==> config.mk <==
export PLATFORM = sky130hd
export DESIGN_NAME = ps2_scan_decoder
export DESIGN_NICKNAME = d
export VERILOG_FILES = /design/src/rtl/ps2_pkg.sv /design/src/rtl/ps2_frame_rx.sv /design/src/rtl/ps2_scan_decoder.sv
export SDC_FILE = /design/constraint.sdc
export NUM_CORES = 1
export LEC_CHECK = 0
export CELL_PAD_IN_SITES_DETAIL_PLACEMENT = 2
export CELL_PAD_IN_SITES_GLOBAL_PLACEMENT = 2
export CORE_ASPECT_RATIO = 0.5
export CORE_MARGIN = 3
export CORE_UTILIZATION = 41
export CTS_BUF_LIST = sky130_fd_sc_hd__clkbuf_16
export DETAILED_ROUTE_END_ITERATION = 16
export DONT_BUFFER_PORTS = 1
export GPL_TIMING_DRIVEN = 0
export PLACE_DENSITY = 0.87
export SETUP_SLACK_MARGIN = 0.05
export SYNTH_ARGS = -nofsm -noshare
export SYNTH_HDL_FRONTEND = slang
export SYNTH_HIERARCHICAL = 1
export SYNTH_SLANG_ARGS = --single-unit
==> constraint.sdc <==
create_clock -name clk -period 5.1 [get_ports clk]
set_input_delay 0.765 -clock clk [delete_from_list [all_inputs] [get_ports clk]]
set_output_delay 0.765 -clock clk [all_outputs]
set_load 0.03 [all_outputs]
==> src/rtl/ps2_pkg.sv <==
// Shared PS/2 scan-set-2 constants and the scan-code to ASCII lookup.
package ps2_pkg;

  localparam logic [7:0] PS2_BREAK  = 8'hF0;
  localparam logic [7:0] PS2_EXT    = 8'hE0;
  localparam logic [7:0] PS2_LSHIFT = 8'h12;
  localparam logic [7:0] PS2_RSHIFT = 8'h59;

  // Each entry packs {unshifted, shifted} characters; unmapped codes give 0.
  function automatic logic [7:0] ps2_to_ascii(input logic [7:0] code, input logic shift);
    logic [15:0] pair;
    pair = '0;
    case (code)
      8'h1C: pair = "aA";  8'h32: pair = "bB";  8'h21: pair = "cC";  8'h23: pair = "dD";
      8'h24: pair = "eE";  8'h2B: pair = "fF";  8'h34: pair = "gG";  8'h33: pair = "hH";
      8'h43: pair = "iI";  8'h3B: pair = "jJ";  8'h42: pair = "kK";  8'h4B: pair = "lL";
      8'h3A: pair = "mM";  8'h31: pair = "nN";  8'h44: pair = "oO";  8'h4D: pair = "pP";
      8'h15: pair = "qQ";  8'h2D: pair = "rR";  8'h1B: pair = "sS";  8'h2C: pair = "tT";
      8'h3C: pair = "uU";  8'h2A: pair = "vV";  8'h1D: pair = "wW";  8'h22: pair = "xX";
      8'h35: pair = "yY";  8'h1A: pair = "zZ";
      8'h45: pair = "0)";  8'h16: pair = "1!";  8'h1E: pair = "2@";  8'h26: pair = "3#";
      8'h25: pair = "4$";  8'h2E: pair = "5%";  8'h36: pair = "6^";  8'h3D: pair = "7&";
      8'h3E: pair = "8*";  8'h46: pair = "9(";
      8'h4E: pair = "-_";  8'h55: pair = "=+";  8'h54: pair = "[{";  8'h5B: pair = "]}";
      8'h5D: pair = "\\|"; 8'h4C: pair = ";:";  8'h52: pair = "'\""; 8'h41: pair = ",<";
      8'h49: pair = ".>";  8'h4A: pair = "/?";  8'h0E: pair = "`~";
      8'h29: pair = {8'h20, 8'h20};
      8'h5A: pair = {8'h0D, 8'h0D};
      8'h66: pair = {8'h08, 8'h08};
      default: pair = '0;
    endcase
    return shift ? pair[7:0] : pair[15:8];
  endfunction

endpackage

==> src/rtl/ps2_frame_rx.sv <==
// PS/2 line receiver: synchronizes and filters the pins, assembles 11-bit frames,
// checks start/parity/stop and drops partial frames after an idle timeout.
module ps2_frame_rx #(
  parameter int unsigned CLK_HZ     = 50_000_000,
  parameter int unsigned FILTER_LEN = 8,
  parameter int unsigned TIMEOUT_US = 2000
) (
  input  logic       clk,
  input  logic       reset,
  input  logic       ps2_clk_async,
  input  logic       ps2_data_async,
  output logic       byte_valid,
  output logic [7:0] data_byte
);

  localparam int unsigned TIMEOUT_CYC = CLK_HZ / 1_000_000 * TIMEOUT_US;
  localparam int unsigned FW = $clog2(FILTER_LEN + 1);
  localparam int unsigned TW = $clog2(TIMEOUT_CYC + 1);

  logic          clk_s1, clk_s2, dat_s1, dat_s2;
  logic          clk_filt;
  logic [FW-1:0] flt_cnt;
  logic          strobe;
  logic [3:0]    bit_cnt;
  logic [9:0]    sr;
  logic [TW-1:0] idle_cnt;
  logic          frame_ok;

  // Strobe fires on the same edge the filtered clock commits to low.
  assign strobe   = clk_filt && !clk_s2 && (flt_cnt == FW'(FILTER_LEN - 1));
  // sr holds {parity, d7..d0, start}; the stop bit is the live sample.
  assign frame_ok = !sr[0] && dat_s2 && (^sr[9:1]);

  always_ff @(posedge clk) begin
    if (reset) begin
      clk_s1   <= 1'b1;
      clk_s2   <= 1'b1;
      dat_s1   <= 1'b1;
      dat_s2   <= 1'b1;
      clk_filt <= 1'b1;
      flt_cnt  <= '0;
    end else begin
      clk_s1 <= ps2_clk_async;
      clk_s2 <= clk_s1;
      dat_s1 <= ps2_data_async;
      dat_s2 <= dat_s1;
      if (clk_s2 == clk_filt) begin
        flt_cnt <= '0;
      end else if (flt_cnt == FW'(FILTER_LEN - 1)) begin
        clk_filt <= clk_s2;
        flt_cnt  <= '0;
      end else begin
        flt_cnt <= flt_cnt + 1'b1;
      end
    end
  end

  always_ff @(posedge clk) begin
    byte_valid <= 1'b0;
    if (reset) begin
      bit_cnt   <= '0;
      idle_cnt  <= '0;
      sr        <= '0;
      data_byte <= '0;
    end else if (strobe) begin
      idle_cnt <= '0;
      if (bit_cnt == 4'd10) begin
        bit_cnt <= '0;
        if (frame_ok) begin
          byte_valid <= 1'b1;
          data_byte  <= sr[8:1];
        end
      end else begin
        sr      <= {dat_s2, sr[9:1]};
        bit_cnt <= bit_cnt + 4'd1;
      end
    end else if (bit_cnt != 4'd0) begin
      if (idle_cnt == TW'(TIMEOUT_CYC - 1)) begin
        bit_cnt  <= '0;
        idle_cnt <= '0;
      end else begin
        idle_cnt <= idle_cnt + 1'b1;
      end
    end else begin
      idle_cnt <= '0;
    end
  end

endmodule

==> src/rtl/ps2_scan_decoder.sv <==
// PS/2 keyboard decoder: tracks F0/E0 prefixes and shift state, and publishes
// make/break pulses with the scan code and its ASCII translation.
module ps2_scan_decoder
  import ps2_pkg::*;
#(
  parameter int unsigned CLK_HZ     = 50_000_000,
  parameter int unsigned FILTER_LEN = 8,
  parameter int unsigned TIMEOUT_US = 2000
) (
  input  logic       clk,
  input  logic       reset,
  input  logic       ps2_clk_async,
  input  logic       ps2_data_async,
  output logic [7:0] scan_code,
  output logic [7:0] ascii_code,
  output logic       key_pressed,
  output logic       key_released
);

  logic       byte_valid;
  logic [7:0] data_byte;
  logic       shift, break_pending, ext_pending;

  ps2_frame_rx #(
    .CLK_HZ    (CLK_HZ),
    .FILTER_LEN(FILTER_LEN),
    .TIMEOUT_US(TIMEOUT_US)
  ) u_rx (
    .clk           (clk),
    .reset         (reset),
    .ps2_clk_async (ps2_clk_async),
    .ps2_data_async(ps2_data_async),
    .byte_valid    (byte_valid),
    .data_byte     (data_byte)
  );

  always_ff @(posedge clk) begin
    key_pressed  <= 1'b0;
    key_released <= 1'b0;
    if (reset) begin
      scan_code     <= '0;
      ascii_code    <= '0;
      shift         <= 1'b0;
      break_pending <= 1'b0;
      ext_pending   <= 1'b0;
    end else if (byte_valid) begin
      if (data_byte == PS2_BREAK) begin
        break_pending <= 1'b1;
      end else if (data_byte == PS2_EXT) begin
        ext_pending <= 1'b1;
      end else begin
        if (data_byte == PS2_LSHIFT || data_byte == PS2_RSHIFT)
          shift <= ~break_pending;
        scan_code <= data_byte;
        if (break_pending) begin
          key_released <= 1'b1;
        end else begin
          key_pressed <= 1'b1;
          ascii_code  <= ext_pending ? 8'h00 : ps2_to_ascii(data_byte, shift);
        end
        break_pending <= 1'b0;
        ext_pending   <= 1'b0;
      end
    end
  end

endmodule

Word level (Yosys, flattened, before mapping)

Memories as Yosys holds them, arrays and structs flattened. A register that Yosys moved wholly into a read port is not among the register bits.
Cells that the tools add are included.

Register bits: 70
Memories: 1
Input bits: 4
Memory bits (read-only): 1792
Logic and storage cells: 78

Memories:

| memory          | depth | width | read ports | clocked after memory_dff | wr ports | RTL line      | source |
|---|---|---|---|---|---|---|---|
| (no name shown) | 128   | 14    | 1          | 1                        | 0        | ps2_pkg.sv:13 | `case (code)` |

Reduce and logical (&&, ||, !) cells: 24
Muxes and demuxes: 15
$add $sub $neg: 3
Bitwise gates (word level): 8
Equal/unequal tests: 9

Operators by type and width:

| kind                                                                  | count |
|---|---|
| 17-bit by 1-bit adder with 17-bit output, second input constant       | 1 |
| 17-bit equality test, second input constant                           | 1 |
| 8-bit equality test, second input constant                            | 2 |
| 16-bit two-way mux                                                    | 1 |
| 4-bit two-way mux                                                     | 4 |
| 8-bit two-way mux                                                     | 2 |
| 7-bit two-way mux                                                     | 2 |
| 2-bit AND reduction                                                   | 5 |
| 9-bit XOR reduction                                                   | 1 |
| 4-bit by 1-bit adder with 4-bit output, second input constant         | 2 |
| 8-bit by 5-bit equality test with 1-bit output, second input constant | 1 |
| 8-bit by 7-bit equality test with 1-bit output, second input constant | 1 |
| 1-bit NOT                                                             | 8 |
| 4-bit AND reduction                                                   | 2 |
| 4-bit OR reduction                                                    | 2 |
| 1-bit two-way mux                                                     | 6 |
| 3-bit AND reduction                                                   | 2 |
| 3-bit OR reduction                                                    | 2 |
| 4-bit by 3-bit equality test with 1-bit output, second input constant | 1 |
| 4-bit equality test, second input constant                            | 1 |
| 1-bit logical AND                                                     | 4 |
| 2-bit nonzero test                                                    | 2 |
| 4-bit nonzero test                                                    | 1 |
| 1-bit zero test                                                       | 2 |
| 3 further kinds                                                       | 3 |

Depth between registers and ports, before layout

Gate-level depths: netlist of run 1.

Word-level depth: 6
Gate-level depth with buffers: 10

Hierarchy

Netlist of run 1, hierarchy kept.

Modules (own cells, without submodules):

| module           | instances | seq. area each (um^2) | cells an instance | area an instance (um^2) |
|---|---|---|---|---|
| ps2_frame_rx     | 1         | 980.9                 | 236               | 2165.8 |
| ps2_scan_decoder | 1         | 400.4                 | 304               | 2158.3 |

Worst setup path after synthesis of run 1

Ideal clock, no wire load.

Path kind: reg2reg
Start: register u_rx.data_byte[1]
End: register ascii_code[0]
Slack: 2.785 ns
Setup time: 0.117 ns
Cell stages (with the launch flop): 11
Arrival time: 2.197 ns
Path through: dfxtp_1 > buf_4 > inv_1 > ha_1 > clkbuf_2 > nor2b_1 > o21ai_1 > o21ai_1 > a32o_1 > a211o_1 > a32o_1

Longest elaborated chain between the ends: 3
Elaborated cells between the ends (all ways): 5
Those cells by class: eq/ne: 2; bitwise: 2; reduce/logical: 1

Ends and longest elaborated chain:

| item                                   | RTL line                                       | source |
|---|---|---|
| start, declared                        | ps2_frame_rx.sv:13                             | `output logic [7:0] data_byte` |
| start signal, assigned                 | ps2_frame_rx.sv:71                             | `data_byte <= sr[8:1];` |
| 8-bit equality test (on tied branches) | ps2_scan_decoder.sv:49, ps2_scan_decoder.sv:47 |  |
| 1-bit NOT (no line)                    | -                                              |  |
| 4-bit AND reduction (no line) *        | -                                              |  |
| end signal, assigned                   | ps2_scan_decoder.sv:59                         | `ascii_code <= ext_pending ? 8'h00 : ps2_to_ascii(data_byte, shift);` |
| end, declared                          | ps2_scan_decoder.sv:15                         | `output logic [7:0] ascii_code,` |

Mark *: on every way between the ends. The rest lies on a longest branch, timed or not.
A chain may end at the register's enable or synchronous reset.

Final worst setup path of run 1

Start: register u_rx.data_byte[1]
End: register ascii_code[3]

The elaborated chain is that of the path after synthesis.

==> flow_metrics.py, run 1 <==
metrics = {
    "status": {
        "status": "complete, no violations",
    },
    "min_path": {
        "hold_path.class": "flip-flop to flip-flop",
        "min_from": "u_rx/clk_s1",
        "hold_depth": 1,
        "hold_end": "u_rx/clk_s2",
    },
    "clock_network": {
        "hold_buffers": 0,
        "htreeDepth": 3,
        "clock_sinks": 69,
        "path_clk_slew_ns": 0.07,
        "root_buffer": "clkbuf_16",
        "clk_latency_ns": 0.35,
        "clockBufferDepth": 2,
        "post-cts-setup-buffers": 0,
        "tritoncts": "yes",
        "cts_buffers": 9,
        "ctsResizeCount": 0,
    },
    "setup_path": {
        "reg2reg_slack_ns": 2.00,
        "regToRegEndpoint": "ascii_code[3]",
        "cp.required_ns": 5.37,
        "worst-path-max-fanout": 10,
        "path_delay_family": "simple AND/OR/NAND/NOR gates",
        "path_buf_inv": 3,
        "start_kind": "flip-flop",
        "max_stage_delay_ns": 0.79,
        "rr_startpoint": "u_rx/data_byte[1]",
        "r2r_cells": 9,
        "slowest_stage": "nor4_2",
        "arrival_ns": 3.37,
        "critPathKind": "flip-flop to flip-flop",
        "crit_path_end_kind": "flip-flop",
        "path_cells": "buf_4, inv_1, ha_1, buf_2, nand4_1, o31ai_4, nor4_2, o311ai_1, o21ai_1",
    },
    "timing": {
        "setup_viol": 0,
        "finClkSkew_ns": 0.01247,
        "hold_violations": 0,
        "tns_ns": 0,
        "min_period_ns": 3.097,
        "hold-worst-slack_ns": 0.4253,
        "final_max_slew_viol_count": 0,
        "fin_crit_sh": 0.6072,
        "fmax_mhz": 322.9,
        "relSlewSlack": 0.3252,
        "worst_pin_slew_ns": 1.004,
        "rsz0062_at_grt": "no",
    },
    "yosys": {
        "synth_nets": 558,
        "synthFlopType": "dfxtp_1",
        "ys.warnings.count": 6,
        "syn_avg_cell_area_um2": 8.008,
        "netlist_instances": 540,
        "async_flop_share": 0,
        "synth_seq_area_share": 0.3194,
        "synthesis.area_mm2": 0.004324,
        "synth_cell_types": 76,
        "synth_seq_cells": 69,
        "synth-edff-count": 0,
    },
    "floorplan": {
        "rows": 25,
        "core_mm2": 0.009853,
        "die_w_um": 151.2,
        "die-area_mm2": 0.01189,
        "die_h_um": 78.62,
        "io-pin-count": 22,
        "initial_core_util": 0.4389,
    },
    "route": {
        "viasPerCell": 6.703,
        "first_pass_iters": 5,
        "postRouteAntennaNets": 0,
        "wl_per_cell_um": 28.69,
        "drtIter0Drc": 388,
        "via_count": 4632,
        "wl_mm": 19.83,
        "drc": 0,
    },
    "global_routing": {
        "overflow": 0,
        "first_global_vias": 5009,
        "grt_usage": 0.3461,
        "grt_pass1_wl_mm": 30.87,
        "grt_start_max_net_pins": 15,
        "antenna_found_initial": 0,
    },
    "final_layout": {
        "drive_gt1_frac": 0.1241,
        "layout.nets": 569,
        "mostFrequentLayoutCell": "nand2_1",
        "final_cell_mix": "nand2_1, dfxtp_1, a21oi_1, nor2_1, o21ai_0",
        "diodes": 0,
        "syn_to_final_growth_pct": 11.52,
    },
    "placed_design": {
        "port_buffers": 0,
        "dpl.hpwl_mm": 12.00,
        "gp_routability_congestion": 0.9122,
    },
    "power": {
        "power.leakage_nw": 1.699,
        "powerDensity_mw_per_mm2": 266.5,
        "vdd_ir_drop_max_v": 0.0001549,
    },
    "flow_run": {
        "maxCapViolations": 0,
    },
}
## flip-flops by register name, indices dropped and copies added (netlist names)
name             flops
scan_code            8
u_rx/sr             10
break_pending        1
u_rx/flt_cnt         4
shift                1
ascii_code           7
u_rx/dat_s1          1
ext_pending          1
u_rx/dat_s2          1
u_rx/bit_cnt         4
u_rx/clk_s2          1
key_released         1
key_pressed          1
u_rx/data_byte       8
u_rx/clk_s1          1
u_rx/byte_valid      1
u_rx/clk_filt        1
u_rx/idle_cnt       17
## where the power goes
| part | leakage [nW] | internal, mW | switching (mW) | total [mW] |
|---|---|---|---|---|
| Sequential | 0.557 | 0.540 | 0.000753 | 0.541 |
| Clock | 0.161 | 0.437 | 0.293 | 0.730 |
| Combinational | 0.981 | 0.00308 | 0.0114 | 0.0145 |
## per-stage QoR
| step | cells | setup slack, ns | instance area (um^2) | power [mW] | util |
|---|---|---|---|---|---|
| final | 691 | 2.003 | 4822 | 1.285 | 0.4894 |
| after global routing | 691 | 1.791 | 4822 | 1.312 | 0.4894 |
| after CTS | 691 | 2.139 | 4822 | 1.285 | 0.4894 |
| after detailed placement | 675 | 2.211 | 4493 | 0.5661 | 0.4560 |
| after global placement | 675 | 2.251 | 4493 | 0.5653 | 0.4560 |
| after floorplan | 540 | 2.785 | 4324 | 0.5620 | - |
## worst register-to-register path: stages (launching register included)
cell and delay (ns):
dfxtp_1 0.51, buf_4 0.25, inv_1 0.23, ha_1 0.28
buf_2 0.21, nand4_1 0.18, o31ai_4 0.13, nor4_2 0.79
o311ai_1 0.27, o21ai_1 0.17
## worst max-delay path by stage
stage               endpoint  depth (start not counted)              start  slack (ns)
3_5_place_dp   ascii_code[0]                         10  u_rx/data_byte[1]        2.21
2_1_floorplan  ascii_code[0]                         10  u_rx/data_byte[1]        2.79
4_1_cts        ascii_code[3]                          9  u_rx/data_byte[1]        2.14
6_report       ascii_code[3]                          9  u_rx/data_byte[1]        2.00
3_3_place_gp   ascii_code[0]                         10  u_rx/data_byte[1]        2.25
5_1_grt        ascii_code[3]                          9  u_rx/data_byte[1]        1.79
## cell type report
class / instances / area, um^2
plain buffers: 37 / 217.7
fillers: 1096 / 5031
well taps: 135 / 168.9
clock buffers: 9 / 225.2
inverters: 16 / 60.06
multi-input cells: 418 / 2665
flip-flops and latches: 69 / 1381
clock inverters: 7 / 103.9
## synthesized netlist by cell type (6+ instances only)
library cell / n / share of area
nand2_1: 71 / 0.062
dfxtp_1: 69 / 0.32
a21oi_1: 45 / 0.052
nor2_1: 40 / 0.035
o21ai_0: 20 / 0.023
nand3_1: 15 / 0.017
ha_1: 14 / 0.041
buf_2: 13 / 0.015
clkbuf_1: 13 / 0.011
inv_1: 12 / 0.010
mux2i_1: 12 / 0.028
nor3_1: 12 / 0.014
xnor2_1: 12 / 0.024
nor2_2: 11 / 0.016
a211oi_1: 9 / 0.016
a31oi_1: 9 / 0.013
nand4_1: 9 / 0.013
o211ai_1: 9 / 0.016
nand2b_1: 8 / 0.012
nor2b_1: 8 / 0.012
o21ai_1: 8 / 0.0093
or4_1: 7 / 0.012
xor2_1: 7 / 0.014
a32o_1: 6 / 0.014
and3_1: 6 / 0.0087
## metal layers
metal  wire, um  vias up  global-route usage
li1           -     1985                   -
met1       8074     2343              0.4189
met2       9571      240              0.5874
met3       1504       64             0.07209
met4        676        0              0.1637
met5          0        -                   0
## logic make-up (layout without fill, tap and decap cells)
logic type | after synthesis | after routing | synth area share
AOI/OAI and AO/OA | 149 | 149 | 0.2286
xor gates and xnor gates | 21 | 21 | 0.04890
adders and majority gates | 14 | 14 | 0.04051
buffers and inverters | 53 | 69 | 0.06423
DFF | 69 | 69 | 0.3194
muxes | 16 | 16 | 0.04340
other | 1 | 1 | 0.0008672
and+or+nand+nor | 217 | 217 | 0.2541
No activity file was read; power rests on OpenSTA's default activity.
==> run 2, diff against run 1 <==
--- a/config.mk
+++ b/config.mk
@@ -9,12 +9,12 @@
 export CELL_PAD_IN_SITES_GLOBAL_PLACEMENT = 2
 export CORE_ASPECT_RATIO = 0.5
 export CORE_MARGIN = 3
-export CORE_UTILIZATION = 41
+export CORE_UTILIZATION = 38
 export CTS_BUF_LIST = sky130_fd_sc_hd__clkbuf_16
 export DETAILED_ROUTE_END_ITERATION = 16
 export DONT_BUFFER_PORTS = 1
 export GPL_TIMING_DRIVEN = 0
-export PLACE_DENSITY = 0.87
+export PLACE_DENSITY = 0.82
 export SETUP_SLACK_MARGIN = 0.05
 export SYNTH_ARGS = -nofsm -noshare
 export SYNTH_HDL_FRONTEND = slang
==> constraint.sdc (replaced) <==
create_clock -name clk -period 2.95 [get_ports clk]
set_input_delay 0.4425 -clock clk [delete_from_list [all_inputs] [get_ports clk]]
set_output_delay 0.4425 -clock clk [all_outputs]
set_load 0.03 [all_outputs]
==> flow_metrics.py, run 2 (same netlist as run 1, synthesis figures left out) <==
metrics = {
    "min_path": {
        "hold_path.class": "primary input to flip-flop",
    },
    "route": {
        "first_pass_iters": 5,
        "met1_length_mm": 8.167,
        "wl_mm": 18.48,
        "met3RoutedLength_um": 815,
        "postRouteAntennaNets": 0,
        "wl_per_cell_um": 26.32,
        "wl_met2_mm": 8.809,
        "top_layer": "met4",
        "viasPerCell": 6.426,
        "drtIter0Drc": 340,
        "via_count": 4511,
        "drc": 0,
    },
    "final_layout": {
        "layout.nets": 575,
        "final_cell_area_mm2": 0.004826,
        "syn_to_final_growth_pct": 11.60,
        "largest_reg_flops": 17,
        "diodes": 0,
        "top_regs": "u_rx/idle_cnt x17, u_rx/sr x10",
        "mostFrequentLayoutCell": "nand2_1",
        "top_register": "u_rx/idle_cnt",
        "utilization": 0.4537,
        "drive_gt1_frac": 0.1335,
        "final_cell_mix": "nand2_1, dfxtp_1, a21oi_1, nor2_1, o21ai_0",
    },
    "clock_network": {
        "clockBufferDepth": 2,
        "cts_buffers": 9,
        "hold_buffers": 0,
        "root_buffer": "clkbuf_16",
        "clk_latency_ns": 0.35,
        "tritoncts": "yes",
        "clock_sinks": 69,
        "htreeDepth": 3,
        "path_clk_slew_ns": 0.07,
    },
    "power": {
        "power.leakage_nw": 1.692,
        "p_sw_mw": 0.4887,
        "p_seq_frac": 0.470,
        "vdd_ir_drop_max_v": 0.0002422,
        "finalPower_mw": 1.992,
        "p_int_mw": 1.504,
        "powerDensity_mw_per_mm2": 412.9,
        "clockPowerShare": 0.519,
        "comb_power_share": 0.011,
        "p_sw_frac": 0.2453,
    },
    "flow_run": {
        "maxCapViolations": 0,
    },
    "timing": {
        "worst_pin_slew_ns": 0.7645,
        "final_max_slew_viol_count": 0,
        "relSlewSlack": 0.4904,
        "setup_viol": 0,
        "fmax_mhz": 348.3,
        "fin_crit_sh": 0.9732,
        "hold_violations": 0,
        "finClkSkew_ns": 0.01227,
        "rsz0062_at_grt": "no",
        "min_period_ns": 2.871,
    },
    "floorplan": {
        "die_h_um": 81.43,
        "rows": 26,
        "initial_core_util": 0.4065,
        "io-pin-count": 22,
        "die-area_mm2": 0.01277,
        "die_w_um": 156.9,
        "core_mm2": 0.01064,
    },
    "global_routing": {
        "overflow": 0,
        "grt_start_max_net_pins": 13,
        "grt_usage": 0.2990,
        "grt_pass1_wl_mm": 28.95,
        "antenna_found_initial": 0,
        "first_global_vias": 4817,
    },
    "placed_design": {
        "dpl.hpwl_mm": 11.44,
        "placed_area_mm2": 0.004499,
        "gp_routability_congestion": 0.9595,
        "port_buffers": 0,
    },
    "setup_path": {
        "cp.required_ns": 3.18,
        "arrival_ns": 3.10,
        "worst-path-max-fanout": 10,
        "critPathKind": "flip-flop to flip-flop",
        "start_kind": "flip-flop",
        "crit_path_end_kind": "flip-flop",
    },
    "status": {
        "status": "complete, no violations",
    },
}
[run 2: stage by stage]
step                      setup slack (ns)  instances  hold slack (ns)  setup TNS (ns)
final                              0.07918        702           0.1894               0
after detailed placement           0.04273        680           0.4075               0
after CTS                         -0.03347        698           0.1861        -0.03347
after global placement             0.05210        680           0.3934               0
after floorplan                     0.6352        540           0.3895               0
after global routing               0.03847        702           0.1806               0
[run 2: final timing paths]
check	slack [ns]	endpoint	start	depth (start not counted)
max reg2reg	0.08	ascii_code[0]	u_rx/data_byte[1]	10
min	0.19	key_released	reset	1
min reg2reg	0.41	u_rx/clk_s2	u_rx/clk_s1	1
max	0.08	ascii_code[0]	u_rx/data_byte[1]	10
[run 2: area by class of cell]
class | instances | area, um^2
fillers | 1227 | 5812
plain buffers | 37 | 217.7
repair buffers | 6 | 45.04
flip-flops and latches | 69 | 1384
well taps | 140 | 175.2
inverters | 16 | 63.81
clock buffers | 9 | 225.2
clock inverters | 7 | 41.29
multi-input cells | 418 | 2674
[run 2: routing by layer]
metal	up-vias	global-route usage
met2	148	0.5107
met5	-	0
li1	1992	-
met4	0	0.1397
met1	2320	0.3765
met3	51	0.04684
[run 2: timing repair]
action                                  in CTS  in global routing
hold endpoints to repair                     0                  0
endpoints found under the setup margin       4                  9
buffers inserted                             2                  4
resized for setup                            1                  3
cloned                                       0                  0
pin swaps                                    1                  0
[run 2: critical path, cell delays in order (launching register included)]
cell and delay, ns:
dfxtp_2 0.40, buf_4 0.21, clkinvlp_4 0.18, ha_1 0.31, clkbuf_2 0.23, nor2b_1 0.22, o21ai_1 0.18, o21ai_1 0.18
a32o_1 0.25, a211o_1 0.33, a32o_1 0.25
[run 2: power by group through the flow]
stage | registers, mW | clock network [mW] | logic, mW
5_1_grt | 0.935 | 1.10 | 0.0255
2_1_floorplan | 0.956 | 0 | 0.0155
3_3_place_gp | 0.956 | 0 | 0.0214
6_report | 0.936 | 1.03 | 0.0227
4_1_cts | 0.935 | 1.06 | 0.0229
3_5_place_dp | 0.956 | 0 | 0.0221
==> edit: new RTL, flow settings as in run 2 <==
`FILTER_LEN` is set to 8 in 2 places; all go to 4.
--- a/src/rtl/ps2_frame_rx.sv
+++ b/src/rtl/ps2_frame_rx.sv
@@ -4,3 +4,3 @@
   parameter int unsigned CLK_HZ     = 50_000_000,
-  parameter int unsigned FILTER_LEN = 8,
+  parameter int unsigned FILTER_LEN = 4,
   parameter int unsigned TIMEOUT_US = 2000
--- a/src/rtl/ps2_scan_decoder.sv
+++ b/src/rtl/ps2_scan_decoder.sv
@@ -6,3 +6,3 @@
   parameter int unsigned CLK_HZ     = 50_000_000,
-  parameter int unsigned FILTER_LEN = 8,
+  parameter int unsigned FILTER_LEN = 4,
   parameter int unsigned TIMEOUT_US = 2000
Function: no difference found for any inputs over 4 cycles, from zero or initial values and one cycle with reset high; that may be too few to reach the edited logic, so the function may still have changed.
==> edit against run 2 <==
  * Wire length down 4.9%
  * Count of clock-buffer cells in the layout unchanged
  * Combinational power up 3%
  * Critical endpoint unchanged
  * Power up 11%
  * Maximum frequency up 3.2%
  * Global-route usage down 1.3 points
  * Synthesized cell count down 2.4%
  * Sequential share of layout area down 0.53 points
  * Area after synthesis down 0.98%
  * Critical path depth unchanged
  * Sequential cell count down 1
  * Final cell count down 2.1%
  * Setup slack better by 0.090 ns
  * Final area up 0.41%
==> edit: results (changes against run 2) <==
* Count of cell types in the netlist at 74 (was 76)
* Final WL at 17.57 mm (was 18.48 mm)
* Total GRT Usage at 0.2859 (was 0.2990)
* Initial drt markers at 308 (was 340)
* Sequential share of the synthesized area at 0.3179 (was 0.3194)
* Vias in the first global route at 4,638 (was 4,817)
* Place WS at -0.01234 ns (was 0.04273 ns)
* Placed Instances at 667 (was 680)
* Global placer's final weighted congestion at 0.9267 (was 0.9595)
* First-pass GRT wire length at 27.70 mm (was 28.95 mm)
* Leakage at 1.749 nW (was 1.692 nW)
* Layout cells sized above 1 at 0.1188 (was 0.1335)
* Top flop regs: u_rx/idle_cnt (17), u_rx/sr (10) (unchanged)
* Vias/cell at 6.309 (was 6.426)
* Post-Syn Instances at 527 (was 540)
* Cells taking the most area after synthesis: dfxtp_1 32%, mux2i_1 5.1%, nor2_1 5.0%, nand2_1 4.6%, ha_1 4.4% (was dfxtp_1 32%, nand2_1 6.2%, a21oi_1 5.2%, ha_1 4.1%, nor2_1 3.5%)
* Crit path DAT at 3.01 ns (was 3.10 ns)
* Worst Hold Slack at 0.1824 ns (was 0.1894 ns)
* Syn Nets at 546 (was 558)
* Met2 usage at 0.4948 (was 0.5107)
* Dpl cell area at 4457 um^2 (was 4499 um^2)
* Layout Nets at 561 (was 575)
* Clock Skews at 0.008900 ns (was 0.01227 ns)
* Peak supply drop at 0.2240 mV (was 0.2422 mV)
* Synth cell count leaders: 68 x dfxtp_1, 57 x nor2_1, 53 x nand2_1 (was 71 x nand2_1, 69 x dfxtp_1, 45 x a21oi_1)
* R2R Setup Slk at 0.17 ns (was 0.08 ns)
* Fmax at 359.6 MHz (was 348.3 MHz)
* Met3 Usage GRT at 0.06546 (was 0.04684)
* 1st-pass router iterations at 7 (was 5)
* Wire per inst at 25.57 um (was 26.32 um)
* Largest net degree at the start of global routing at 13 (unchanged)
* Status: finished, final reports clean (unchanged)
* Rel. slew slack at 0.5231 (was 0.4904)
-- edit: cell count changes in the layout (fill, tap and decap cells not counted), moves of 3 or more --
cell,delta
a21oi_1,-9
bufinv_16,+3
clkbuf_1,-3
clkinv_1,-3
mux2i_1,+10
nand2_1,-18
nor2_1,+17
nor2_2,-10
or3_1,+4
xnor2_1,-5
-- edit: repair_timing --
action / 4_1_cts / 5_1_grt
pin swaps: 1 / 0
setup buffers: 4 / 0
gates resized for setup: 3 / 3
endpoints found under the setup margin: 10 / 4
-- edit: area by class of cell --
cell class	count	area [um^2]
Clock buffer	9	225.2
Clock inverter	7	116.4
Sequential cell	68	1364
Fill cell	1153	5727
Timing Repair Buffer	4	30.03
Tap cell	140	175.2
Multi-Input combinational cell	409	2665
Buffer	34	206.4
Inverter	16	63.81
-- edit: cell families (layout without fill, tap and decap cells) --
group                      Yosys count  count (layout)  share of synthesized area
muxes                               26              26                    0.06809
xor gates and xnor gates            18              18                    0.04413
adders and majority gates           15              15                    0.04383
AOI/OAI and AO/OA                  140             140                     0.2180
and+or+nand+nor                    209             209                     0.2449
buffers and inverters               50              70                    0.06224
DFF                                 68              68                     0.3179
other                                1               1                  0.0008758
-- edit: worst register-to-register path: stages, from the launching register on --
cell and delay (ns):
dfxtp_2 0.43, buf_4 0.23, clkinvlp_4 0.15, ha_1 0.32, buf_2 0.22, nor2b_1 0.19, o21ai_1 0.18, o21ai_1 0.17
a32o_1 0.24, a211o_1 0.30, a32o_1 0.24
-- edit: layer usage --
metal / wire length, um / part of all wire
met5: 0 / 0
met1: 7742 / 0.44
met4: 447 / 0.025
met3: 1021 / 0.058
met2: 8357 / 0.48
-- edit: power by group --
group / internal [mW] / switching, mW
combinational: 0.00571 / 0.0176
sequential: 0.921 / 0.00143
clock: 0.824 / 0.441
total: 1.75 / 0.460
